==> src/rtl/cas_lock_pkg.sv <==
// rtl/cas_lock_pkg.sv - shared types, defaults and checksum fold for the CAS-Lock key loader
//
// Purpose : loader FSM state encoding, default key/checksum widths and the
//           XOR-fold checksum used to verify a received key.
// Contents: load_state_t, CAS_KEY_W, CAS_CHK_W, chk_fold()

package cas_lock_pkg;

  localparam int CAS_KEY_W = 64;
  localparam int CAS_CHK_W = 8;

  typedef enum logic [1:0] {
    IDLE   = 2'd0,
    SHIFT  = 2'd1,
    CHKSUM = 2'd2,
    CHECK  = 2'd3
  } load_state_t;

  // XOR of all CHK_W-bit chunks of the key, chunk 0 at the LSB end.
  function automatic logic [CAS_CHK_W-1:0] chk_fold(input logic [CAS_KEY_W-1:0] key);
    logic [CAS_CHK_W-1:0] acc;
    acc = '0;
    for (int i = 0; i < CAS_KEY_W / CAS_CHK_W; i++) begin
      acc = acc ^ key[i*CAS_CHK_W +: CAS_CHK_W];
    end
    return acc;
  endfunction

endpackage

==> src/rtl/cas_key_shifter.sv <==
// rtl/cas_key_shifter.sv - shadow key/checksum shift registers with accepted-beat counter
//
// Purpose : collects the serial key stream, then the checksum, LSB first.
// Ports   : clk, rst      - clock, synchronous active-high reset
//           clear         - zero shadow, checksum and counter (start/restart of a load)
//           shift_en      - accept bit_in this cycle
//           bit_in        - serial data bit
//           shadow        - received key bits
//           chk           - received checksum bits
//           count         - number of accepted beats, saturating at KEY_W+CHK_W

module cas_key_shifter #(
  parameter int KEY_W = 64,
  parameter int CHK_W = 8,
  parameter int CNT_W = $clog2(KEY_W + CHK_W + 1)
) (
  input  logic             clk,
  input  logic             rst,
  input  logic             clear,
  input  logic             shift_en,
  input  logic             bit_in,
  output logic [KEY_W-1:0] shadow,
  output logic [CHK_W-1:0] chk,
  output logic [CNT_W-1:0] count
);

  localparam logic [CNT_W-1:0] KEY_BEATS = CNT_W'(KEY_W);
  localparam logic [CNT_W-1:0] ALL_BEATS = CNT_W'(KEY_W + CHK_W);

  always_ff @(posedge clk) begin
    if (rst || clear) begin
      shadow <= '0;
      chk    <= '0;
      count  <= '0;
    end else if (shift_en) begin
      // The counter selects the destination: first KEY_W beats build the
      // key, the remainder build the checksum. New bits enter at the MSB so
      // the first bit received lands at bit 0 once the field is full.
      if (count < KEY_BEATS) begin
        shadow <= {bit_in, shadow[KEY_W-1:1]};
      end else begin
        chk <= {bit_in, chk[CHK_W-1:1]};
      end
      if (count != ALL_BEATS) begin
        count <= count + CNT_W'(1);
      end
    end
  end

endmodule

==> src/rtl/cas_key_loader.sv <==
// rtl/cas_key_loader.sv - checksum-verified serial key loader driving the CAS-Lock keyinputs
//
// Purpose : receives KEY_W key bits then CHK_W checksum bits over a valid/ready
//           bit stream and commits the key only if the XOR-fold matches.
//           Until then key_o is all-zero (a wrong key for the locked netlist).
// Ports   : clk, rst      - clock, synchronous active-high reset
//           load_start    - begin or restart a load (ignored in CHECK)
//           sdi, sdi_valid, sdi_ready - serial bit stream handshake
//           key_o         - committed key, key_o[i] drives keyinput_i
//           key_valid     - key_o holds a verified key
//           load_busy     - load in progress (SHIFT, CHKSUM, CHECK)
//           load_err      - sticky: last load failed its checksum

module cas_key_loader
  import cas_lock_pkg::*;
#(
  parameter int KEY_W = CAS_KEY_W,
  parameter int CHK_W = CAS_CHK_W
) (
  input  logic             clk,
  input  logic             rst,
  input  logic             load_start,
  input  logic             sdi,
  input  logic             sdi_valid,
  output logic             sdi_ready,
  output logic [KEY_W-1:0] key_o,
  output logic             key_valid,
  output logic             load_busy,
  output logic             load_err
);

  localparam int CNT_W = $clog2(KEY_W + CHK_W + 1);
  localparam logic [CNT_W-1:0] LAST_KEY_BEAT = CNT_W'(KEY_W - 1);
  localparam logic [CNT_W-1:0] LAST_CHK_BEAT = CNT_W'(KEY_W + CHK_W - 1);

  load_state_t      state;
  logic [KEY_W-1:0] shadow;
  logic [CHK_W-1:0] chk;
  logic [CNT_W-1:0] count;
  logic [CHK_W-1:0] fold;
  logic             in_stream;
  logic             clear;
  logic             accept;

  assign in_stream = (state == SHIFT) || (state == CHKSUM);
  assign sdi_ready = in_stream;
  assign load_busy = (state != IDLE);

  // A start/restart zeroes the shifter; a beat offered alongside a restart
  // is dropped so the new stream begins cleanly at beat 0.
  assign clear  = load_start && ((state == IDLE) || in_stream);
  assign accept = sdi_valid && sdi_ready && !load_start;

  cas_key_shifter #(
    .KEY_W (KEY_W),
    .CHK_W (CHK_W),
    .CNT_W (CNT_W)
  ) u_shifter (
    .clk      (clk),
    .rst      (rst),
    .clear    (clear),
    .shift_en (accept),
    .bit_in   (sdi),
    .shadow   (shadow),
    .chk      (chk),
    .count    (count)
  );

  // Width-generic fold of the shadow key; matches chk_fold() at default widths.
  always_comb begin
    fold = '0;
    for (int i = 0; i < KEY_W / CHK_W; i++) begin
      fold = fold ^ shadow[i*CHK_W +: CHK_W];
    end
  end

  always_ff @(posedge clk) begin
    if (rst) begin
      state     <= IDLE;
      key_o     <= '0;
      key_valid <= 1'b0;
      load_err  <= 1'b0;
    end else begin
      case (state)
        IDLE: begin
          if (load_start) begin
            state    <= SHIFT;
            load_err <= 1'b0;
          end
        end
        SHIFT: begin
          if (load_start) begin
            state <= SHIFT;
          end else if (accept && (count == LAST_KEY_BEAT)) begin
            state <= CHKSUM;
          end
        end
        CHKSUM: begin
          if (load_start) begin
            state <= SHIFT;
          end else if (accept && (count == LAST_CHK_BEAT)) begin
            state <= CHECK;
          end
        end
        CHECK: begin
          // Single decision cycle; load_start here is deliberately ignored.
          if (fold == chk) begin
            key_o     <= shadow;
            key_valid <= 1'b1;
            load_err  <= 1'b0;
          end else begin
            key_o     <= '0;
            key_valid <= 1'b0;
            load_err  <= 1'b1;
          end
          state <= IDLE;
        end
        default: state <= IDLE;
      endcase
    end
  end

endmodule

==> config.mk <==
export PLATFORM = sky130hd
export DESIGN_NAME = cas_key_loader
export DESIGN_NICKNAME = d
export VERILOG_FILES = /design/src/rtl/cas_lock_pkg.sv /design/src/rtl/cas_key_shifter.sv /design/src/rtl/cas_key_loader.sv
export SDC_FILE = /design/constraint.sdc
export NUM_CORES = 1
export LEC_CHECK = 0
export ABC_AREA = 1
export CAP_MARGIN = 40
export CORE_AREA = 2 2 130 132
export DETAILED_ROUTE_END_ITERATION = 12
export DIE_AREA = 0 0 132 134
export DONT_BUFFER_PORTS = 1
export GPL_TIMING_DRIVEN = 0
export PLACE_DENSITY = 0.54
export SETUP_SLACK_MARGIN = 0.1
export SYNTH_ARGS = -nofsm -noshare
export SYNTH_HDL_FRONTEND = slang
export SYNTH_SLANG_ARGS = --single-unit
==> constraint.sdc <==
create_clock -name clk -period 2.2 [get_ports clk]
set_clock_uncertainty 0.1 [all_clocks]
set_input_delay 0 -clock clk [delete_from_list [all_inputs] [get_ports clk]]
set_output_delay 0 -clock clk [all_outputs]
set_load 0.02 [all_outputs]
Word-level counts from Yosys, hierarchy flattened
Cells that the tools add are included.
- bits in registers: 147
- word-level logic and storage cells: 55
- magnitude comparators: 1
- equal/unequal tests: 10
- bitwise operators: 8
- add/subtract/negate cells: 1
- reduce and logical (&&, ||, !) cells: 17
- mux-type cells: 11
- operators with widths (cell ; number):
    $mux 64 ; 1
    $xor 8x8->8 ; 7
    $mux 2 ; 5
    $eq 8x8->1 ; 1
    $pmux 2 s4 ; 1
    $reduce_and 2->1 ; 4
    $add 7x1->7 const B ; 1
    $eq 7x6->1 const B ; 1
    $eq 7x7->1 const B ; 1
    $lt 7x7->1 const B ; 1
    $ne 7x7->1 const B ; 1
    $ne 3x2->1 const B ; 2
    $logic_and 1x1->1 ; 5
    $eq 2x2->1 const B ; 2
    $reduce_bool 2->1 ; 2
    $logic_or 1x1->1 ; 3
    $mux 1 ; 3
    $reduce_and 3->1 ; 1
    $eq 2x1->1 const B ; 1
    $logic_not 2->1 ; 1
    $ne 2x2->1 const B ; 1
    $pmux 1 s2 ; 1
    $logic_not 1->1 ; 1
    $not 1->1 ; 1

Depth between registers and ports, before layout
- word-level depth: 10
- mapped depth: 16
- mapped depth without buffers: 15

Hierarchy
Synthesis repeated with hierarchy kept, for this count alone.
- cells, all modules: 938
- area total of the unflattened synthesis: 6740.2 µm²
- by module, submodules not included (module ; instances ; seq. area each (µm²) ; cells each ; area an instance (µm²)):
    cas_key_loader ; 1 ; 1361.3 ; 557 ; 3756.1
    cas_key_shifter ; 1 ; 1581.5 ; 381 ; 2984.1

Worst setup path before layout
OpenSTA, ideal clock, no wires.
- path type: register -> register
- start point: register state[0]
- end point: register u_shifter.shadow[57]
- path buffers: 2
- arrival: 1950 ps
- required time: 1984 ps
- period minus slack after synthesis: 2166 ps
- library setup time: 116 ps
- slack: 34 ps
- cell stages (with the launch flop): 10
- cells stage by stage: dfxtp_1 inv_1 ha_1 nand3_1 nor2_1 inv_1 clkbuf_1 clkbuf_1 nor2_1 nor2_1
- cells in the longest elaborated chain, start to end: 5
- elaborated cells on any way between the ends: 10
- classes of those cells: eq/ne (2); reduce/logical (8)
- RTL lines (element ; RTL line ; source):
    from (decl) ; cas_key_loader.sv:36 ; load_state_t state;
    from (signal assigned) ; cas_key_loader.sv:79 ; state <= IDLE;
    from (signal assigned) ; cas_key_loader.sv:87 ; state <= SHIFT;
    from (signal assigned) ; cas_key_loader.sv:93 ; state <= SHIFT;
    $eq 2x1->1 or $eq 2x2->1 (tied branches) ; cas_key_loader.sv:45 ; assign in_stream = (state == SHIFT) || (state == CHKSUM);
    $logic_or 1x1->1 * ; cas_key_loader.sv:45 ;
    via sdi_ready ; cas_key_loader.sv:25 ; output logic sdi_ready,
    $logic_and 1x1->1 or $logic_or 1x1->1 (tied branches) ; cas_key_loader.sv:52, cas_key_loader.sv:51 ;
    $logic_and 1x1->1 (on tied branches) ; cas_key_loader.sv:52, cas_key_loader.sv:51 ;
    $reduce_and 2->1 (no line) or $logic_or 1x1->1 (tied branches) ; n/a ;
    to (signal assigned) ; cas_key_shifter.sv:40 ; shadow <= {bit_in, shadow[KEY_W-1:1]};
    to (decl) ; cas_key_shifter.sv:22 ; output logic [KEY_W-1:0] shadow,
Mark *: on every way through the listed nets, which the timed path passes. The rest lies on a longest branch.
A chain may end at the register's enable or synchronous reset.

Worst setup path in the final report
- start point: register u_shifter.shadow[29]
- end point: register key_o[40]
- cells in the longest elaborated chain, start to end: 7
- RTL lines (element ; RTL line ; source):
    $xor 8x8->8 (5 in series) ; cas_key_loader.sv:73 ; fold = fold ^ shadow[i*CHK_W +: CHK_W];
    $eq 8x8->1 ; cas_key_loader.sv:107 ; if (fold == chk) begin
    $mux 64 ; cas_key_loader.sv:107 ;
    to (signal assigned) ; cas_key_loader.sv:108 ; key_o <= shadow;
    to (decl) ; cas_key_loader.sv:26 ; output logic [KEY_W-1:0] key_o,
Every way passes these cells.

==> flow_summary.toml <==
[status]
status = "finished, final reports clean"

[clock_network]
root_buffer = "clkbuf_16"
cts.sinks = 147
clkTransAtPathRegs_ns = 0.06
cts_tree = "done"
cts_buffers = 17
clock_path_buffers = 2
htreeDepth = 4
clock_latency_ns = 0.42

[setup_path]
critPathArrivalTime_ns = 2.29
critPathTopFamily = "simple AND/OR/NAND/NOR gates"
path_common_cell = "nand2_1"
worstSetupPathType = "reg2reg"
path_cells = "or2_1 -> nand2_1 -> nand2_1 -> nand2_1 -> nand2_2 -> nand2_2 -> nand2_1 -> nand2_1 -> nand2_2 -> nor2_4 -> buf_6 -> buf_6 -> nand4_1 -> a21oi_2"
critPathBufInv = 2
path_max_fanout = 5
worst_path_max_delay_cell = "dfxtp_4"
endpoint_kind = "register"
crit_path_max_incr_delay_ns = 0.35
start_kind = "register"
crit_required_ns = 2.45

[placed_design]
place_congestion = 0.835
dp.cells = 1096
hpwl_microns = 12700
io_buffers = 0

[pwr]
p_per_area_mw_per_mm2 = 896
ir_drop_v = 0.000583
power_uw = 7010
leakagePower_uw = 0.00308

[synthesis]
ys_seq_area_share_pct = 45.7
syn_area_per_cell_sq_um = 7.35
ys_seq_elements = 147
ys_warn_count = 0
yosys-top-cells-area = "dfxtp_1 (46%), nand2_1 (11%), a21oi_1 (9.2%)"
synth_top_area_share_pct = 45.7
ys_types = 25
netlist_instances = 876
yosysTopAreaCell = "dfxtp_1"
syn_area_sq_mm = 0.00644
synth_nets = 887

[final_layout]
final_cells = 1151
n_fill_cell = 1656
layout.nets = 930
syn2layout_area_growth_pct = 21.5
drive_above_1_share_pct = 16.9
final_cell_mix = "nand2_1 (178), dfxtp_1 (117), a21oi_1 (110)"
final_common_cell = "nand2_1"
post-route-util_pct = 48.0

[grt]
grt_pass1_vias = 5578
grt_max_degree = 17
grt_pass1_wl_microns = 29000
grt_usage_pct = 20.9
antenna_found_initial = 1
grt_overflow = 0

[timing]
max_freq_ghz = 0.491
finalHoldViolations = 0
finalCriticalPeriod_ns = 2.04
slew_viol_final = 0
finalSetupViolations = 0
period_share_pct = 92.6
slew_headroom_pct = 55.5
tightest_slew_ns = 0.667
rsz0062_at_grt = "true"

[min_path]
worstHoldPathType = "in2reg"

[routing]
drt_iter0_drc = 283
wl_per_cell_microns = 15.7
num_vias = 5782
drc = 0
avgViaCountPerCell = 5.02
ant_nets = 0
wirelength_microns = 18100
firstDrtPassIters = 4

[die]
die_h_microns = 134
coreArea_sq_mm = 0.0163
row_count = 47
ios = 73
dieArea_sq_mm = 0.0177
initial_core_util_pct = 39.5
dieWidth_microns = 132

[job]
cap_violations = 0
==> cell families (layout without fill, tap and decap cells) <==
kind of cell    count (synthesis)  in the layout  share of synthesized area, %
compound gates                202            202                          15.8
xor+xnor                       31             31                          4.22
fa+ha+maj                       6              6                          1.17
buf+inv                       128            182                          8.42
flops                         147            147                          45.7
other cells                     0              1                             0
simple gates                  362            362                          24.6
==> cell usage after synthesis <==
cell / n
nand3_1: 24
nand3b_1: 5
inv_2: 7
and3_1: 1
o311ai_0: 1
buf_1: 6
or2_1: 1
nor3_1: 2
nand4_1: 66
clkbuf_1: 38
nor2_1: 69
o21ai_1: 1
dfxtp_1: 147
nor2_2: 2
nand2_1: 192
xor2_1: 13
inv_1: 63
buf_4: 5
buf_2: 4
o21ai_0: 80
xnor2_1: 18
o211ai_1: 2
buf_6: 5
a21oi_1: 118
ha_1: 6
==> report_power, final <==
part	internal [uW]	switching [uW]
clock	1650	1120
combinational	682	805
sequential	2700	56.2
==> per-stage QoR <==
step           setup TNS [ns]  hold slack, ns  cell area (sq um)  worst slack (ns)
2_1_floorplan               0          0.0349               6440             0.132
3_3_place_gp           -23.81          0.0448               6710            -0.501
3_5_place_dp           -25.41          0.0470               6710            -0.517
4_1_cts                     0           0.213               7510             0.112
5_1_grt                     0           0.244               7820            0.0333
6_report                    0           0.223               7820             0.163
==> path summary, 6_finish.rpt <==
| check | to | startpoint | depth (start not counted) | slack [ns] |
|---|---|---|---|---|
| setup / recovery | key_o[40] | u_shifter.shadow[29] | 14 | 0.16 |
| hold / removal | key_o[24] | rst | 3 | 0.22 |
| setup reg to reg | key_o[40] | u_shifter.shadow[29] | 14 | 0.16 |
| hold reg to reg | u_shifter.chk[0] | u_shifter.chk[0] | 2 | 0.37 |
==> tightest hold or removal path: stages <==
cell      delay (ns)
clkbuf_1        0.26
clkbuf_1        0.30
a21oi_1         0.15
==> sequential cells by signal, summed over array words and instances (netlist names) <==
signal	cells
key_o	64
u_shifter.shadow	64
u_shifter.chk	8
u_shifter.count	7
state	2
key_valid	1
load_err	1
==> routing by layer <==
metal	global-route usage [%]	wire length, microns
met1	26.6	8470
met2	34.4	8510
met3	5.56	818
met4	6.82	302
met5	0	0
==> cell type report <==
class	instances	area (sq um)	share of cell area, %
multi-input cells	601	3150	40.2
inverters	70	263	3.36
clock inverters	10	113	1.44
flip-flops and latches	147	3000	38.3
repair buffers	24	244	3.12
diodes	1	2.50	0.0320
plain buffers	58	347	4.43
clock buffers	20	437	5.58
well taps	220	275	3.52
==> what timing repair did <==
item	4_1_cts	5_1_grt
hold buffers	3	0
pin swaps	9	33
gates resized for setup	46	91
endpoints found under the setup margin	133	127
setup buffers	9	7
endpoints found under the hold margin	26	0
cloned	0	5
Power figures use the tool's default switching activity.
